**src/rtl/axi_rd_arbiter.sv**
```systemverilog
// Two-port round-robin read arbiter sharing one AXI4 AR/R master port.
// Only one transaction is outstanding at a time. The grant is held from AR
// acceptance until the rlast beat completes, so IDs pass through untouched.
module axi_rd_arbiter #(
    parameter int unsigned DATA_WIDTH = 32,
    parameter int unsigned ADDR_WIDTH = 32,
    parameter int unsigned ID_WIDTH   = 4
) (
    input  logic                  clk,
    input  logic                  rst_n,

    input  logic [ADDR_WIDTH-1:0] s0_axi_araddr,
    input  logic [ID_WIDTH-1:0]   s0_axi_arid,
    input  logic [7:0]            s0_axi_arlen,
    input  logic [2:0]            s0_axi_arsize,
    input  logic [1:0]            s0_axi_arburst,
    input  logic [2:0]            s0_axi_arprot,
    input  logic                  s0_axi_arvalid,
    output logic                  s0_axi_arready,
    output logic [DATA_WIDTH-1:0] s0_axi_rdata,
    output logic [ID_WIDTH-1:0]   s0_axi_rid,
    output logic [1:0]            s0_axi_rresp,
    output logic                  s0_axi_rlast,
    output logic                  s0_axi_rvalid,
    input  logic                  s0_axi_rready,

    input  logic [ADDR_WIDTH-1:0] s1_axi_araddr,
    input  logic [ID_WIDTH-1:0]   s1_axi_arid,
    input  logic [7:0]            s1_axi_arlen,
    input  logic [2:0]            s1_axi_arsize,
    input  logic [1:0]            s1_axi_arburst,
    input  logic [2:0]            s1_axi_arprot,
    input  logic                  s1_axi_arvalid,
    output logic                  s1_axi_arready,
    output logic [DATA_WIDTH-1:0] s1_axi_rdata,
    output logic [ID_WIDTH-1:0]   s1_axi_rid,
    output logic [1:0]            s1_axi_rresp,
    output logic                  s1_axi_rlast,
    output logic                  s1_axi_rvalid,
    input  logic                  s1_axi_rready,

    output logic [ADDR_WIDTH-1:0] m_axi_araddr,
    output logic [ID_WIDTH-1:0]   m_axi_arid,
    output logic [7:0]            m_axi_arlen,
    output logic [2:0]            m_axi_arsize,
    output logic [1:0]            m_axi_arburst,
    output logic [2:0]            m_axi_arprot,
    output logic                  m_axi_arvalid,
    input  logic                  m_axi_arready,
    input  logic [DATA_WIDTH-1:0] m_axi_rdata,
    input  logic [ID_WIDTH-1:0]   m_axi_rid,
    input  logic [1:0]            m_axi_rresp,
    input  logic                  m_axi_rlast,
    input  logic                  m_axi_rvalid,
    output logic                  m_axi_rready
);

    typedef enum logic [1:0] {StIdle, StAr, StR} state_e;

    state_e state_q;
    logic   grant_q;
    logic   last_grant_q;
    logic   sel;
    logic   any_valid;

    // Round-robin pick: a lone requester wins, otherwise the one not served last.
    always_comb begin
        any_valid = s0_axi_arvalid | s1_axi_arvalid;
        if (s0_axi_arvalid && s1_axi_arvalid) begin
            sel = ~last_grant_q;
        end else begin
            sel = s1_axi_arvalid;
        end
    end

    // Upstream AR ready; outputs are also held low while reset is asserted.
    always_comb begin
        s0_axi_arready = 1'b0;
        s1_axi_arready = 1'b0;
        if (rst_n && state_q == StIdle) begin
            s0_axi_arready = s0_axi_arvalid & ~sel;
            s1_axi_arready = s1_axi_arvalid & sel;
        end
    end

    // Zero-latency R channel steering to the granted port only.
    always_comb begin
        s0_axi_rdata  = '0;
        s0_axi_rid    = '0;
        s0_axi_rresp  = '0;
        s0_axi_rlast  = 1'b0;
        s0_axi_rvalid = 1'b0;
        s1_axi_rdata  = '0;
        s1_axi_rid    = '0;
        s1_axi_rresp  = '0;
        s1_axi_rlast  = 1'b0;
        s1_axi_rvalid = 1'b0;
        m_axi_rready  = 1'b0;
        if (rst_n && state_q == StR) begin
            if (grant_q) begin
                s1_axi_rdata  = m_axi_rdata;
                s1_axi_rid    = m_axi_rid;
                s1_axi_rresp  = m_axi_rresp;
                s1_axi_rlast  = m_axi_rlast;
                s1_axi_rvalid = m_axi_rvalid;
                m_axi_rready  = s1_axi_rready;
            end else begin
                s0_axi_rdata  = m_axi_rdata;
                s0_axi_rid    = m_axi_rid;
                s0_axi_rresp  = m_axi_rresp;
                s0_axi_rlast  = m_axi_rlast;
                s0_axi_rvalid = m_axi_rvalid;
                m_axi_rready  = s0_axi_rready;
            end
        end
    end

    // Arbitration FSM with registered downstream AR payload and valid.
    always_ff @(posedge clk) begin
        if (!rst_n) begin
            state_q       <= StIdle;
            grant_q       <= 1'b0;
            last_grant_q  <= 1'b1;
            m_axi_arvalid <= 1'b0;
            m_axi_araddr  <= '0;
            m_axi_arid    <= '0;
            m_axi_arlen   <= '0;
            m_axi_arsize  <= '0;
            m_axi_arburst <= '0;
            m_axi_arprot  <= '0;
        end else begin
            unique case (state_q)
                StIdle: begin
                    if (any_valid) begin
                        if (sel) begin
                            m_axi_araddr  <= s1_axi_araddr;
                            m_axi_arid    <= s1_axi_arid;
                            m_axi_arlen   <= s1_axi_arlen;
                            m_axi_arsize  <= s1_axi_arsize;
                            m_axi_arburst <= s1_axi_arburst;
                            m_axi_arprot  <= s1_axi_arprot;
                        end else begin
                            m_axi_araddr  <= s0_axi_araddr;
                            m_axi_arid    <= s0_axi_arid;
                            m_axi_arlen   <= s0_axi_arlen;
                            m_axi_arsize  <= s0_axi_arsize;
                            m_axi_arburst <= s0_axi_arburst;
                            m_axi_arprot  <= s0_axi_arprot;
                        end
                        m_axi_arvalid <= 1'b1;
                        grant_q       <= sel;
                        last_grant_q  <= sel;
                        state_q       <= StAr;
                    end
                end
                StAr: begin
                    if (m_axi_arready) begin
                        m_axi_arvalid <= 1'b0;
                        state_q       <= StR;
                    end
                end
                StR: begin
                    // Only rlast ends the burst; error responses are forwarded as-is.
                    if (m_axi_rvalid && m_axi_rready && m_axi_rlast) begin
                        state_q <= StIdle;
                    end
                end
                default: state_q <= StIdle;
            endcase
        end
    end

endmodule

```
**config.mk**
```make
export PLATFORM = sky130hd
export DESIGN_NAME = axi_rd_arbiter
export DESIGN_NICKNAME = d
export VERILOG_FILES = /design/src/rtl/axi_rd_arbiter.sv
export SDC_FILE = /design/constraint.sdc
export NUM_CORES = 1
export LEC_CHECK = 0
export ABC_AREA = 0
export CORE_AREA = 2 2 112 114
export DETAILED_ROUTE_END_ITERATION = 10
export DIE_AREA = 0 0 114 116
export PLACE_DENSITY_LB_ADDON = 0.08
export SETUP_SLACK_MARGIN = 0.05
export SLEW_MARGIN = 10
export SYNTH_ARGS = -nofsm -noshare
export SYNTH_HDL_FRONTEND = slang
export SYNTH_SLANG_ARGS = --single-unit
```
**constraint.sdc**
```tcl
create_clock -name clk -period 1.8 [get_ports clk]
set_input_delay 0.36 -clock clk [delete_from_list [all_inputs] [get_ports clk]]
set_output_delay 0.36 -clock clk [all_outputs]
set_load 0.005 [all_outputs]
```
Yosys cells after proc, flatten, opt, wreduce, memory -nomap -nowiden:

Cells that the tools add are included.

* equality and inequality tests: 5
* add/sub/neg operators: 0
* muxes and demuxes: 38
* shift-type cells: 0
* reductions and logical operators: 10
* div/mod/pow operators: 0
* bitwise gates (word level): 5
* order comparisons: 0
* multiply operators: 0

Operators by type and width (count)
* two-way mux 32 bit: 5
* two-way mux 4 bit: 5
* two-way mux 2 bit: 8
* two-way mux 1 bit: 15
* two-way mux 8 bit: 1
* two-way mux 3 bit: 2
* case mux 2 bit (3 select lines): 1
* AND reduction 3 bit: 2
* logical AND 1 bit: 5
* inequality test 2 bit, second input constant: 2
* AND 1 bit: 2
* equality test 2 x 1 -> 1 bit, second input constant: 1
* equality test 2 bit, second input constant: 1
* logical NOT 2 bit: 1
* inequality test 2 x 1 -> 1 bit, second input constant: 1
* NOT 1 bit: 2
* case mux 1 bit (2 select lines): 1
* AND reduction 2 bit: 1
* nonzero test 2 bit: 1
* OR 1 bit: 1

* memory bits (read-only): 0
* latch bits: 0
* logic and storage cells: 68
* memories kept: 0
* bits of input ports: 151
* RAM bits: 0
* bits in registers: 57

Logic depth before layout (Yosys ltp):

* depth after elaboration: 7
* mapped depth: 5
* depth with buffers taken out: 3

Worst setup path after synthesis:

OpenSTA, ideal clock, no wires.

* path type: register -> output
* start point: register state_q[0]
* end point: output s1_axi_rdata[0]
* required time: 1.440 ns
* data arrival time: 1.096 ns
* path slack: 0.344 ns
* cell stages (with the launch flop): 5
* path buffers: 1
* path through: dfxtp_1 nand3b_1 nor2_1 clkbuf_1 and2_1

* cells in the longest elaborated chain, start to end: 3

RTL lines
* from (decl): RTL line 60 `state_e state_q;`
* from (signal assigned): RTL line 121 `state_q <= StIdle;`
* from (signal assigned): RTL line 153 `state_q <= StAr;`
* from (signal assigned): RTL line 159 `state_q <= StR;`
* equality test 2 bit: RTL line 99 `if (rst_n && state_q == StR) begin`
* logical AND 1 bit: RTL line 99
* two-way mux 32 bit: RTL line 99
* to (decl): RTL line 35 `output logic [DATA_WIDTH-1:0] s1_axi_rdata,`

No other way between the ends.

Final worst setup path:

* start point: register state_q[0]
* end point: output s1_axi_rvalid

* cells in the longest elaborated chain, start to end: 3

RTL lines
* equality test 2 bit: RTL line 99
* logical AND 1 bit: RTL line 99
* two-way mux 1 bit: RTL line 99
* to (decl): RTL line 39 `output logic s1_axi_rvalid,`

No other way between the ends.

==> impl.org <==
** Status
- Run status :: complete, but fails checks
- Violations in the final reports :: negative setup slack

** Setup path
- Number of buffers and inverters on the critical path :: 4
- On the worst path, the slowest cell contributes a delay of 0.31 ns.
- Of all nets on the critical path, the largest fanout is 5.
- For flop-to-flop paths, the worst setup slack is between 0.2 and 0.25 ns.
- End of the worst register-to-register path :: m_axi_araddr[13]$_SDFFE_PN0P_
- Crit path arrival time :: around 1.7 ns
- Number of cells on the critical path :: 7
- In this design, the largest share of critical-path delay is due to buffers and inverters.
- R2R depth :: 6
- Following the worst setup path forward leads to its endpoint at s1_axi_rvalid.
- STA classifies the critical path endpoint as an output pin.
- Required time at the endpoint of the critical path :: approximately 1.4 ns
- The critical path is of the reg2out type.
- Ordered cell list for the critical path :: nand3b_1 > buf_6 > nor2_4 > buf_6 > clkbuf_16 > and2_4 > buf_6
- Critical path origin :: state_q[0]$_SDFFE_PN0P_
- The worst setup path is launched from a register.
- The cell that appears most often on the critical path is sky130_fd_sc_hd__buf_6.
- Worst R2R Start :: state_q[0]$_SDFFE_PN0P_
- Critical Path Slowest Stage Cell :: sky130_fd_sc_hd__dfxtp_2

** Finish
- Synthesis-to-finish area growth :: 110%
- Combined flip-flop and latch cell area :: ~0.0011 mm^2
- Post-layout net count :: about 870
- Filler cell count in the final layout :: roughly 1000
- Multi-input logic area :: 0.00229 mm^2
- In the final layout, the share of cells above drive strength 1 is 0.372.

** Drt
- For this block, the routed nets add up to between 15000 and 20000 um of wire.
- For this block, the initial DRC count from the detailed router was approximately 310.
- DRC Markers :: 0
- Routed len/inst :: between 15 and 20 um
- The count of nets left with antenna violations once routing finished came out at 0.
- The first detailed-routing pass ran for 4 iterations.
- In the routed layout, each cell is associated on average with a via count of around 5.0.
- Vias post-DR :: roughly 4400

** STA
- Across the routed clock network, the largest skew measured is 0.00802 ns.
- Final worst path period need :: about 2.1 ns
- Across all setup checks in the final design, the least slack found is -0.290 ns.
- Fin crit share :: 1.16
- The worst pin sits at a relative slew slack of 0.396.
- Setup repair after global routing could not meet its margin everywhere.
- The count of endpoints failing hold in the final timing report is 0.
- Fin. max-slew vios :: 0
- Fmax :: between 400 and 500 MHz
- Worst Hold Slack :: 0.466 ns
- Number of setup violations in the final report :: 80
- At the pin with the least slew margin, the transition time is a little over 0.9 ns.

** Logic synthesis
- Ranked by total cell area, the synthesized netlist is headed by sky130_fd_sc_hd__dfxtp_1, sky130_fd_sc_hd__a311oi_2, sky130_fd_sc_hd__and2_1.
- Synthesis instantiated 26 different standard cells from the library.
- Yosys mapped a number of flops with a built-in enable equal to 0.
- Synthesis produced about 420 cells.
- Sequential fraction of the synthesis area :: 0.319
- The commonest cells after synthesis are sky130_fd_sc_hd__nand2_1, sky130_fd_sc_hd__and2_1, sky130_fd_sc_hd__dfxtp_1, sky130_fd_sc_hd__a21oi_1, sky130_fd_sc_hd__a311oi_2.
- Post-synthesis async set-or-reset flop share :: 0
- Synthesized net count :: ~570
- Post-synthesis instance area :: between 0.003 and 0.004 mm^2
- sky130_fd_sc_hd__dfxtp_1 takes more of the synthesized area than any other cell.
- Synth warnings :: 0
- In this run, synthesis produced a sequential element count of between 50 and 60.
- Post-synthesis average cell area :: 8.58 um^2
- Top-area cell type share of the netlist area :: 0.319
- Most repeated cell in the gate-level netlist after synthesis :: sky130_fd_sc_hd__nand2_1
- Leading register cell type out of synthesis :: sky130_fd_sc_hd__dfxtp_1

** CTS
- Hold bufs inserted after CTS :: 0
- Clock root buffer :: sky130_fd_sc_hd__clkbuf_16
- Inserted Clock Buffers :: 9
- Clock-pin slew was measured on the worst setup and hold paths at approximately 0.050 ns.
- The later pin in the worst-skew pair is clocked with a latency of roughly 0.32 ns.
- Number of sinks on the clock net :: 57
- In this run the deepest clock path goes through 2 buffers.
- H-tree Lvls :: 3
- TritonCTS clock tree :: built

** Pwr
- Power per standard cell area :: about 670 mW/mm^2
- VDD sags by at most 0.421 mV.
- Leakage power :: 3.09 nW

** Hold path
- Kind of path behind the tightest hold check :: reg2reg

** Global route
- The number of antenna violations at the first check in global routing came to 1.
- Across every metal layer, demand over resource in global routing totals 0.240.
- First-pass GRT wire length :: 24300 um
- Via count of the first global-routing pass :: around 4500
- The total overflow left after global routing is 0.
- Entering global routing, the biggest net connects 56 pins.

** Die
- approximately 290 I/O pins were placed.
- Vertical die dimension :: ~120 um
- The floorplan step defined a die boundary enclosing 0.0132 mm^2.
- After floorplanning, the core was divided into 40 placement rows.
- Starting density of the core :: 0.300
- Horiz. Die Dim :: 114 um
- Core Footprint :: ~0.012 mm^2

** Place
- Post-Place Setup Slack :: -0.642 ns
- HPWL reported at the end of detailed placement :: between 10000 and 15000 um
- In this run the tool buffered the top-level ports with between 200 and 300 buffer cells.
- Global placer's final weighted congestion :: about 0.8

** Run
- The tool flagged a number of max-cap violations equal to 0.
==> stage by stage <==
stage	TNS (ns)	util	instances	instance area [um^2]	total power [mW]
final	-16.24	0.631	876	7510	5.02
after global routing	-21.00	0.631	876	7510	5.27
after CTS	-19.07	0.609	874	7250	5.04
after detailed placement	-60.18	0.554	834	6600	3.13
after global placement	-56.51	0.554	834	6600	3.11
after floorplan	0	-	417	3580	2.27
==> cell usage in the layout, fill, tap and decap left out, drive strengths merged, types with 3 or more instances in the layout <==
cell and count:
a21oi 55, dlygate4sd2 3, nor2 6, nand2 108, clkbuf 19, a311oi 52, nand3b 3, o21ai 3
clkdlybuf4s50 200, buf 128, and2 80, dfxtp 57, inv 3
==> timing repair <==
item | CTS | global route
gates resized for setup | 371 | 126
endpoints found under the setup margin | 83 | 127
setup buffers | 14 | 7
pin swaps | 20 | 16
gates cloned | 10 | 3
==> flip-flops by register name (all words and copies together) (netlist names) <==
register	count
m_axi_araddr	32
m_axi_arlen	8
m_axi_arid	4
m_axi_arprot	3
m_axi_arsize	3
m_axi_arburst	2
state_q	2
grant_q	1
last_grant_q	1
m_axi_arvalid	1
==> how the worst min path moves through the flow <==
stage	startpoint	end	slack, ns	depth (start not counted)
after floorplan	rst_n	last_grant_q$_SDFFE_PN1P_	0.43	1
after global placement	m_axi_arvalid$_SDFFE_PN0P_	m_axi_arvalid$_SDFFE_PN0P_	0.45	2
after detailed placement	m_axi_arvalid$_SDFFE_PN0P_	m_axi_arvalid$_SDFFE_PN0P_	0.45	2
after CTS	m_axi_arvalid$_SDFFE_PN0P_	m_axi_arvalid$_SDFFE_PN0P_	0.46	2
after global routing	m_axi_arvalid$_SDFFE_PN0P_	m_axi_arvalid$_SDFFE_PN0P_	0.49	2
final	m_axi_arvalid$_SDFFE_PN0P_	m_axi_arvalid$_SDFFE_PN0P_	0.47	2
==> cell families after synthesis <==
kind of cell	after synthesis	synth area share
and+or+nand+nor	202	0.283
buffers and inverters	44	0.0903
AOI/OAI and AO/OA	113	0.305
muxes	1	0.00280
DFF	57	0.319
==> worst register-to-register path, stage by stage, from the launching register on <==
cell and delay [ns]:
sky130_fd_sc_hd__dfxtp_2 0.31, sky130_fd_sc_hd__buf_4 0.15, sky130_fd_sc_hd__or2_4 0.25, sky130_fd_sc_hd__buf_4 0.16
sky130_fd_sc_hd__nor2_8 0.22, sky130_fd_sc_hd__buf_12 0.22, sky130_fd_sc_hd__a311oi_2 0.12
==> metal layers <==
metal | vias up | track usage | wire length [um]
li1 | 2073 | - | -
met3 | 19 | 0.0675 | 1130
met1 | 2101 | 0.268 | 6410
met4 | 0 | 0.0797 | 334
met5 | - | 0 | 0
met2 | 173 | 0.438 | 9020
==> final cells by class <==
class	count	share of cell area
clock inverters	2	0.00799
well taps	147	0.0245
diodes	1	0.000333
clock buffers	14	0.0351
repair buffers	336	0.473
flip-flops and latches	57	0.152
multi-input cells	316	0.305
inverters	3	0.00150
==> where the power goes <==
| group | internal, mW | leakage [nW] | total, mW | switching [mW] |
|---|---|---|---|---|
| clock network | 1.29 | 0.157 | 1.84 | 0.558 |
| logic | 0.964 | 2.46 | 1.66 | 0.695 |
| registers | 1.43 | 0.474 | 1.52 | 0.0876 |
| total | 3.68 | 3.09 | 5.02 | 1.34 |
No activity file was read; power rests on OpenSTA's default activity.
==> variant, RTL diff (same settings) <==
Reset style: asynchronous (`rst_n`), changed in one clocked block.
--- a/src/rtl/axi_rd_arbiter.sv
+++ b/src/rtl/axi_rd_arbiter.sv
@@ -117,5 +117,5 @@
 
     // Arbitration FSM with registered downstream AR payload and valid.
-    always_ff @(posedge clk) begin
+    always_ff @(posedge clk or negedge rst_n) begin
         if (!rst_n) begin
             state_q       <= StIdle;
Behaviour: differs if rst_n is asserted again (counterexample within 4 cycles, from zero or initial values and one cycle with rst_n low); with rst_n held inactive, the same outputs for 4 cycles.
==> variant against the unedited design <==
The flow still finishes with violations (setup timing); sequential cell count unchanged; synthesized area shrank 1.0%; worst setup slack worse by 0.25 ns; global-route usage down 5.8 points; largest cell class unchanged; fmax down 11%; final area increased by 0.72%; routed wire length decreased by 19%.
Power is not compared: it rests on default switching activity, and its combinational part moved more than twofold at a synthesized area within 25%.
==> variant: results (changes against the unedited design) <==
complex-gate fraction of the synthesized area=0.0149 (-0.290); Peak VDD IR=0.550 mV; r2r worst-path depth=7 (+1); total global-route track usage=0.181 (-0.0581); Filler Cell Count=999 (-4.1%); worst slew pin tran=0.750 ns (-0.156 ns); Hold WC Path Type=in2async; final setup violation count=86 (+7.5%); capture point of the worst reg-to-reg path=m_axi_arsize[1]; nets@finish=759 (-13%); R2R setup slack=-0.03 ns (-0.24 ns); Synth area leaders=dfrtp_1, mux2_4, mux2_2, and2_1, buf_6; 1st-iter DRT viols=75 (-76%); syn_nets=435 (-23%); post-synthesis cell type count=25 (-3.8%); met3 routed WL=1200 um (+6.0%); status=finished with violations; Setup crit start=state_q[0]; RR Startpoint=last_grant_q; Commonest cells post-synth=and2_1, mux2_2, dfrtp_1; clk_lat worst skew=0.32 ns (about the same); Via density=4.53 (-9.1%); Num CTS Buffers=9 (unchanged); largest net degree at the start of global routing=59 (+5.4%); n_diodes=0 (-1); routability cong.=0.731 (-8.5%); mux contribution to synthesized area=0.384 (+0.381); metal2 WL=7120 um (-21%); DPL Wire Length=9500 um (-16%); share of layout cells above drive strength 1=0.449 (+0.0764); violated checks=setup timing; post-synthesis sequential area ratio=0.403 (+0.0844); antenna-violating nets left=0 (unchanged); P_leak=3.57 nW; Yosys top cell by area=dfrtp_1; Setup TNS=-22.82 ns (-6.59 ns); crit path DAT=1.98 ns (+0.25 ns); Worst Path Max Fanout=40 (+35); cell area after layout=0.00757 mm2 (+0.72%); first-pass GRT wire length=18,400 um (-24%); vias in the first global route=3,223 (-28%); CTS H-tree depth=3 (unchanged); Worst Skew=0.00668 ns (-0.00134 ns); dpl cell area=0.00668 mm2 (+1.2%); wl on met1=5270 um (-18%); worst hold margin=0.346 ns (-0.121 ns); number of antenna violations at the first check in global routing=1 (unchanged); ys async rst share=1.00 (+1.00); Setup WS post-layout=-0.542 ns (-0.252 ns); Wirelength per Cell=18.1 um (-6.2%)
==> variant: critical path, stage by stage, from the launching register on <==
cell,delay [ns]
dfrtp_1,0.37
nand3b_1,0.26
nor2_2,0.19
buf_12,0.20
and2_1,0.15
clkdlybuf4s50_1,0.49
==> variant: report_power, final <==
part           switching (W)  total, W  internal, W
clock network       0.000606   0.00157     0.000966
logic                0.00150   0.00469      0.00319
registers           0.000349   0.00231      0.00196
==> variant: final cells by class <==
type / count / share of cell area
flip-flops and latches: 57 / 0.189
multi-input cells: 207 / 0.286
repair buffers: 332 / 0.463
clock buffers: 10 / 0.0316
clock inverters: 6 / 0.00579
well taps: 147 / 0.0243
inverters: 1 / 0.000496
==> variant: what timing repair did <==
action,4_1_cts,5_1_grt
setup buffers,3,15
gates cloned,2,10
resized for setup,138,194
setup endpoints to repair,103,126
pin swaps,0,33
==> variant: worst max path at each step <==
stage	endpoint	depth (start not counted)	slack (ns)
finish	s0_axi_rid[2]	5	-0.54
floorplan	m_axi_araddr[0]	5	0.19
CTS	s1_axi_rdata[29]	5	-0.53
global placement	s1_axi_arready	4	-0.32
detailed placement	m_axi_araddr[26]	6	-0.31
global route	s0_axi_rid[2]	5	-0.64
==> variant: cell families after synthesis <==
family	after synthesis
simple gates	94
compound gates	8
buf+inv	20
flops	57
mux	105
==> variant: per-layer routing <==
| metal | vias to the layer above | track usage |
|---|---|---|
| li1 | 1626 | - |
| met1 | 1649 | 0.204 |
| met2 | 157 | 0.322 |
| met3 | 13 | 0.0753 |
| met4 | 0 | 0.0415 |
| met5 | - | 0 |
==> variant: per-stage QoR <==
stage               setup slack (ns)  cells
global placement              -0.316    716
finish                        -0.542    760
global route                  -0.645    760
CTS                           -0.529    737
floorplan                      0.195    284
detailed placement            -0.311    716
